File: config.mk
export PLATFORM = sky130hd
export DESIGN_NAME = manchester_decoder
export DESIGN_NICKNAME = d
export VERILOG_FILES = /design/src/rtl/manchester_pkg.sv /design/src/rtl/manchester_edge_sync.sv /design/src/rtl/manchester_decoder.sv
export SDC_FILE = /design/constraint.sdc
export NUM_CORES = 1
export LEC_CHECK = 0
export CAP_MARGIN = 25
export CORE_ASPECT_RATIO = 0.9
export CORE_MARGIN = 5
export CORE_UTILIZATION = 25
export CTS_CLUSTER_SIZE = 24
export DETAILED_ROUTE_END_ITERATION = 8
export PLACE_DENSITY_LB_ADDON = 0.1
export SYNTH_ARGS = -nofsm -noshare
export SYNTH_HDL_FRONTEND = slang
export SYNTH_SLANG_ARGS = --single-unit
File: constraint.sdc
create_clock -name clk -period 2.8 [get_ports clk]
set_input_delay 0.42 -clock clk [delete_from_list [all_inputs] [get_ports clk]]
set_output_delay 0.42 -clock clk [all_outputs]
set_load 0.005 [all_outputs]
File: src/rtl/manchester_pkg.sv
// Shared definitions for the Manchester (IEEE 802.3) byte decoder.
// Holds the decoder state encoding, the frame length and the default
// half-bit duration in clk cycles.
package manchester_pkg;

  typedef enum logic [1:0] {
    IDLE = 2'd0,
    SYNC = 2'd1,
    DATA = 2'd2
  } state_t;

  localparam int FRAME_BITS       = 8;
  localparam int HALF_BIT_DEFAULT = 8;

endpackage

File: src/rtl/manchester_edge_sync.sv
// Two-flop synchronizer plus single-cycle edge detector for the raw line.
// Ports:
//   clk, rst_n : clock and asynchronous active-low reset
//   din        : raw asynchronous Manchester line
//   line_s     : synchronized line level
//   rise, fall : one-cycle strobes on synchronized line transitions
module manchester_edge_sync (
  input  logic clk,
  input  logic rst_n,
  input  logic din,
  output logic line_s,
  output logic rise,
  output logic fall
);

  logic meta_r;
  logic line_r;
  logic line_d_r;

  // Synchronizer chain followed by a one-cycle delayed copy for edge compare
  always_ff @(posedge clk or negedge rst_n) begin
    if (!rst_n) begin
      meta_r   <= 1'b0;
      line_r   <= 1'b0;
      line_d_r <= 1'b0;
    end else begin
      meta_r   <= din;
      line_r   <= meta_r;
      line_d_r <= line_r;
    end
  end

  assign line_s = line_r;
  assign rise   = line_r & ~line_d_r;
  assign fall   = ~line_r & line_d_r;

endmodule

File: src/rtl/manchester_decoder.sv
// Manchester (IEEE 802.3: mid-bit rise = 1, mid-bit fall = 0) byte decoder.
// Frame: one sync bit (always 1) then 8 data bits MSB first, no stop bit.
// Ports:
//   clk, rst_n : clock and asynchronous active-low reset
//   ena        : block enable, low forces IDLE without pulses
//   din        : raw Manchester line (asynchronous, idles low)
//   data_out   : last correctly decoded byte
//   data_valid : one-cycle pulse when data_out updates
//   frame_err  : one-cycle pulse when a frame is aborted by a missing edge
//   busy       : high whenever the decoder is not in IDLE
module manchester_decoder
  import manchester_pkg::*;
#(
  parameter int HALF_BIT = HALF_BIT_DEFAULT
) (
  input  logic       clk,
  input  logic       rst_n,
  input  logic       ena,
  input  logic       din,
  output logic [7:0] data_out,
  output logic       data_valid,
  output logic       frame_err,
  output logic       busy
);

  // Acceptance window for the next mid-bit edge, measured since the last one.
  // Anything earlier is a bit-boundary edge; nothing by WIN_HI is a dead line.
  localparam logic [7:0] WIN_LO = 8'(3 * HALF_BIT / 2);
  localparam logic [7:0] WIN_HI = 8'(5 * HALF_BIT / 2);

  logic       line_s;
  logic       rise;
  logic       fall;

  state_t     state_r,  state_n;
  logic [7:0] cnt_r,    cnt_n;
  logic [3:0] idx_r,    idx_n;
  logic [7:0] shift_r,  shift_n;
  logic [7:0] data_r,   data_n;
  logic       valid_r,  valid_n;
  logic       err_r,    err_n;
  logic       busy_r;

  logic       edge_s;
  logic       in_win_s;
  logic [7:0] cnt_inc_s;

  manchester_edge_sync u_edge_sync (
    .clk    (clk),
    .rst_n  (rst_n),
    .din    (din),
    .line_s (line_s),
    .rise   (rise),
    .fall   (fall)
  );

  assign edge_s    = rise | fall;
  assign in_win_s  = (cnt_r >= WIN_LO) && (cnt_r <= WIN_HI);
  assign cnt_inc_s = (cnt_r == 8'hFF) ? cnt_r : (cnt_r + 8'd1);

  // Next-state, counter, shift and pulse decode
  always_comb begin
    state_n = state_r;
    cnt_n   = cnt_inc_s;
    idx_n   = idx_r;
    shift_n = shift_r;
    data_n  = data_r;
    valid_n = 1'b0;
    err_n   = 1'b0;
    if (!ena) begin
      state_n = IDLE;
      cnt_n   = 8'd0;
      idx_n   = 4'd0;
    end else begin
      case (state_r)
        IDLE: begin
          cnt_n = 8'd0;
          // The rise here is the sync bit's mid-bit edge.
          if (rise) begin
            idx_n   = 4'd0;
            state_n = SYNC;
          end else begin
            idx_n   = idx_r;
          end
        end
        SYNC, DATA: begin
          if (edge_s && in_win_s) begin
            // A rise in the window encodes 1, a fall encodes 0.
            cnt_n   = 8'd0;
            shift_n = {shift_r[6:0], rise};
            if (idx_r == 4'(FRAME_BITS - 1)) begin
              data_n  = {shift_r[6:0], rise};
              valid_n = 1'b1;
              idx_n   = 4'd0;
              state_n = IDLE;
            end else begin
              idx_n   = idx_r + 4'd1;
              state_n = DATA;
            end
          end else if (cnt_r > WIN_HI) begin
            err_n   = 1'b1;
            idx_n   = 4'd0;
            state_n = IDLE;
          end else begin
            state_n = state_r;
          end
        end
        default: begin
          state_n = IDLE;
          cnt_n   = 8'd0;
          idx_n   = 4'd0;
        end
      endcase
    end
  end

  // State and datapath registers; busy follows the registered state
  always_ff @(posedge clk or negedge rst_n) begin
    if (!rst_n) begin
      state_r <= IDLE;
      cnt_r   <= 8'd0;
      idx_r   <= 4'd0;
      shift_r <= 8'd0;
      data_r  <= 8'd0;
      valid_r <= 1'b0;
      err_r   <= 1'b0;
      busy_r  <= 1'b0;
    end else begin
      state_r <= state_n;
      cnt_r   <= cnt_n;
      idx_r   <= idx_n;
      shift_r <= shift_n;
      data_r  <= data_n;
      valid_r <= valid_n;
      err_r   <= err_n;
      busy_r  <= (state_n != IDLE);
    end
  end

  assign data_out   = data_r;
  assign data_valid = valid_r;
  assign frame_err  = err_r;
  assign busy       = busy_r;

endmodule

# Word level (Yosys, flattened, before mapping)
# Index checks and enable logic that the tools add are counted.
word_totals:
  register_bits: 35
  input_bits: 4
  wordCells: 60
  output_inout_bits: 11
classes:
  bitwise_logic: 5
  magnitude_cmp: 3
  muxes: 24
  addsub: 2
  n_eq_ne: 7
  n_reduce_logical: 8
op_table:
  columns: ["operator", "n"]
  rows:
  - ["2-to-1 mux 8 bit", 4]
  - ["2-to-1 mux 4 bit", 5]
  - ["2-to-1 mux 2 bit", 5]
  - ["adder 8 x 1 -> 8 bit, second input constant", 1]
  - ["equality test 8 bit, second input constant", 1]
  - [">= comparator 8 x 4 -> 1 bit, second input constant", 1]
  - ["> comparator 8 x 5 -> 1 bit, second input constant", 1]
  - ["less-or-equal comparator 8 x 5 -> 1 bit, second input constant", 1]
  - ["2-to-1 mux 1 bit", 8]
  - ["!= test 4 bit, second input constant", 2]
  - ["case mux 4 bit (2 select lines)", 1]
  - ["adder 4 x 1 -> 4 bit, second input constant", 1]
  - ["equality test 4 x 3 -> 1 bit, second input constant", 1]
  - ["case mux 2 bit (2 select lines)", 1]
  - ["AND reduction 4 bit", 1]
  - ["!= test 3 bit, second input constant", 1]
  - ["AND reduction 3 bit", 1]
  - ["bitwise AND 1 bit", 2]
  - ["equality test 2 x 1 -> 1 bit, second input constant", 1]
  - ["equality test 2 bit, second input constant", 1]
  - ["logical AND 1 bit", 2]
  - ["zero test 2 bit", 1]
  - ["inverter 1 bit", 2]
  - ["AND reduction 2 bit", 1]
  - ["3 further kinds", 3]

# Longest topological paths before layout
depth:
  ltp_word: 8
  depth_mapped: 8
  ltp_nobuf: 7

# By module
# A second synthesis with hierarchy kept.
hier_totals:
  cells_unflattened: 137
  area_unflattened_um2: 1636.6
modules_own_cells:
  columns: ["module", "n_inst", "area_each_um2", "cells_per_inst", "seq_area_each_um2"]
  rows:
  - ["manchester_decoder", 1, 1546.5, 132, 800.8]
  - ["manchester_edge_sync", 1, 90.1, 5, 75.1]

# Worst setup path before layout
# OpenSTA, ideal clock, no wires.
synth_timing:
  path_type: "register -> register"
  from: "register cnt_r[5]"
  to: "register idx_r[0]"
  arrival_ns: 1.898
  slack_ns: 0.799
  synth_period_minus_slack_ns: 2.001
  path_stages_with_launch: 6
  setup_ns: 0.104
  path_buffers: 1
  required_time_ns: 2.696
  cell_sequence: "dfrtp_1 -> or3_4 -> or2_1 -> or4_1 -> buf_4 -> o41ai_4"
synth_via:
  elab_chain_cells: 6
  word_cells_on_any_way: 10
  classes_between: "order compare: 3; eq/ne: 1; mux: 3; reduce/logical: 3"
synth_lines:
  columns: ["element", "line", "text"]
  rows:
  - ["start, declared", "manchester_decoder.sv:36", "logic [7:0] cnt_r, cnt_n;"]
  - ["start signal, assigned", "manchester_decoder.sv:130", "cnt_r <= cnt_n;"]
  - [">= comparator 8 x 4 -> 1 bit / less-or-equal comparator 8 x 5 -> 1 bit (equally long branches)", "manchester_decoder.sv:58", "assign in_win_s = (cnt_r >= WIN_LO) && (cnt_r <= WIN_HI);"]
  - ["logical AND 1 bit", "manchester_decoder.sv:58", null]
  - ["logical AND 1 bit", "manchester_decoder.sv:87", "if (edge_s && in_win_s) begin"]
  - ["2-to-1 mux 4 bit", "manchester_decoder.sv:87", null]
  - ["case mux 4 bit (2 select lines)", "manchester_decoder.sv:75", "case (state_r)"]
  - ["2-to-1 mux 4 bit", "manchester_decoder.sv:70", "if (!ena) begin"]
  - ["end signal, assigned", "manchester_decoder.sv:131", "idx_r <= idx_n;"]
  - ["end, declared", "manchester_decoder.sv:37", "logic [3:0] idx_r, idx_n;"]
# Several ways; a longest one is shown, not always the timed one.
# A chain may end at the register's enable or synchronous reset.

# Worst setup path in the final report
# Ends and elaborated chain as after synthesis.

==> flow_summary.json <==
{
  "status": "finished clean",
  "path_class": "flop to flop",
  "leakage_nw": 0.895,
  "synth_top_family_by_area": "simple AND/OR/NAND/NOR gates",
  "arrival_ps": 2380,
  "async_flop_share": 1.00,
  "syn_area_per_cell_um2": 10.6,
  "wl_per_cell_um": 11.9,
  "layout-drive-gt1-share": 0.127,
  "cts_buffers": 5,
  "synth_area_mm2": 0.00160,
  "synth_top_area_share": 0.548,
  "pwr-share-clk": 0.395,
  "fin_nets": 182,
  "finalSetupViolCount": 0,
  "cts.root.buffer_cell": "clkbuf_8",
  "cts_buffer_depth": 2,
  "cp-end-kind": "flop",
  "p_int_mw": 0.699,
  "period_needed_ps": 2190,
  "cts_resized": 0,
  "ys_ff_latch": 35,
  "finalMaxSlewViolations": 0,
  "powerDensity_mw_per_mm2": 475,
  "fin_setup_tns_ps": 0,
  "fmax_ghz": 0.456,
  "synthCells": 151,
  "synth_compound_gate_area_share": 0.0673,
  "synth-xor-area-share": 0.0110,
  "fin_worst_skew_ps": 9.22,
  "drc": 0,
  "placed_cells": 252,
  "fp.dieH_um": 85.8,
  "path_clk_slew_ps": 70,
  "utilization": 0.314,
  "dp_hpwl_um": 2230,
  "cts_tree": "yes",
  "wirelength_um": 3090,
  "htreeDepth": 2,
  "maxSlewHeadroom": 0.545,
  "p_sw_frac": 0.241,
  "pwr-share-comb": 0.048,
  "synth_area_leaders": "dfrtp_1 55%, nand2_1 8.0%, mux2_2 5.6%",
  "core_area_mm2": 0.00618,
  "yosys_warnings": 0,
  "num_rows": 27,
  "drt-pass1-iter-count": 4,
  "worst-path-max-fanout": 9,
  "yosysUniqueCellTypes": 36,
  "cp.required_ps": 2990,
  "power.switching_mw": 0.222,
  "ant_nets": 0,
  "antenna_cells_inserted": 0,
  "vias": 1106,
  "cts_hold_buf": 0,
  "grt-ovfl-total": 0,
  "startpoint_type": "flop",
  "hp-class": "flop to flop",
  "grt_use_total": 0.0861,
  "globalplace.congestion": 0.770,
  "drt_iter0_drc": 45,
  "cts_sinks": 35,
  "hold_viol_final": 0,
  "muxShareOfSynthArea": 0.0689,
  "ys.flop_type": "dfrtp_1",
  "worstHoldPathCells": 0,
  "synthesis.nets": 161,
  "fin_crit_sh": 0.784,
  "pin_count": 15,
  "grt_antenna_before_repair": 0,
  "grt_max_degree": 36,
  "die-area_mm2": 0.00809,
  "synth_edf_count": 0,
  "ff2ff_path_depth": 4,
  "rsz0062_at_grt": "no",
  "yosysSeqAreaShare": 0.548,
  "initial_core_util": 0.258,
  "worst_pin_slew_ps": 673,
  "io_buffer_count": 14,
  "vdd_ir_drop_max_mv": 0.231,
  "via_per_inst": 4.25,
  "layout_commonest_cell": "dfrtp_1",
  "worstSkewPairLatency_ps": 290,
  "maxCapViolCount": 0,
  "layout_common_cells": "35 x dfrtp_1, 34 x nand2_1, 14 x nor2_1, 14 x clkdlybuf4s50_1, 8 x mux2_2",
  "synth_adder_area_share": 0.0470,
  "seqPwrFrac": 0.557,
  "synth-simple-area-share": 0.234,
  "die_w_um": 94.3,
  "synth_area_leader_cell": "dfrtp_1",
  "area_growth_pct": 21.4,
  "cts_setup_buffers": 0,
  "final_cell_count_no_fill": 260,
  "grt_pass1_wl_um": 5440,
  "grt_pass1_vias": 1145
}
## synthesized netlist by cell type (2+ instances only)
cell type   n
dfrtp_1    35
nand2_1    34
nor2_1     14
mux2_2      8
inv_1       7
ha_1        6
nand3_1     6
and2_1      3
and3_1      3
a31oi_1     2
mux2i_1     2
nand2b_1    2
nand4_1     2
nor2b_1     2
nor3_1      2
o21ai_0     2
or4_1       2
## flip-flops by register name, indices dropped and copies added (netlist names), 2 cells and up
name	count
cnt_r	8
idx_r	4
state_r	2
data_out	8
shift_r	7
## final cells by class
| cell class | instances | area (um2) |
|---|---|---|
| well taps | 87 | 109 |
| multi-input cells | 107 | 684 |
| flip-flops and latches | 35 | 876 |
| inverters | 7 | 26.3 |
| fillers | 647 | 4240 |
| clock buffers | 5 | 68.8 |
| repair buffers | 16 | 155 |
| clock inverters | 3 | 20.0 |
## per-stage QoR
step | hold slack [ps] | area, um2 | power, mW | worst slack (ps)
floorplan | 124 | 1600 | 0.543 | 799
global placement | 338 | 1850 | 0.568 | 408
finish | 353 | 1940 | 0.921 | 605
global route | 380 | 1940 | 0.963 | 470
detailed placement | 341 | 1850 | 0.569 | 368
CTS | 358 | 1940 | 0.943 | 592
## power by group through the flow
stage | logic [mW] | clock network, mW | registers (mW)
6_report | 0.0443 | 0.364 | 0.513
5_1_grt | 0.0516 | 0.398 | 0.514
4_1_cts | 0.0462 | 0.383 | 0.513
3_5_place_dp | 0.0458 | 0 | 0.523
3_3_place_gp | 0.0448 | 0 | 0.523
2_1_floorplan | 0.0202 | 0 | 0.523
## worst max-delay path, stage by stage, from the launching register on
cell	delay, ps
dfrtp_1	410
or3_4	430
or2_1	270
or4_1	620
o41ai_4	370
## metal layers
| metal | share of wire | vias to the layer above | track usage |
|---|---|---|---|
| li1 | - | 559 | - |
| met1 | 0.51 | 524 | 0.114 |
| met2 | 0.44 | 19 | 0.130 |
| met3 | 0.048 | 4 | 0.0281 |
| met4 | 0.010 | 0 | 0.0354 |
| met5 | 0 | - | 0 |
## path summary, 6_finish.rpt
path                                                    from                      endpoint  slack, ps
worst min register to register  u_edge_sync.meta_r$_DFF_PN0_  u_edge_sync.line_s$_DFF_PN0_        350
worst max-delay path                    cnt_r[5]$_DFFE_PN0P_          idx_r[0]$_DFFE_PN0P_        610
min in group asynchronous                              rst_n       data_out[2]$_DFFE_PN0P_        550
worst max register to register          cnt_r[5]$_DFFE_PN0P_          idx_r[0]$_DFFE_PN0P_        610
max in group asynchronous                              rst_n          cnt_r[7]$_DFFE_PN0P_       1930
worst min-delay path            u_edge_sync.meta_r$_DFF_PN0_  u_edge_sync.line_s$_DFF_PN0_        350
## cells by family after synthesis
family,after synthesis
AO/OA/AOI/OAI,12
XOR/XNOR,2
adder cells (fa/ha/maj),6
buffers and inverters,9
flip-flops,35
multiplexers,10
AND/OR/NAND/NOR,77
(Power assumes the default switching activity.)
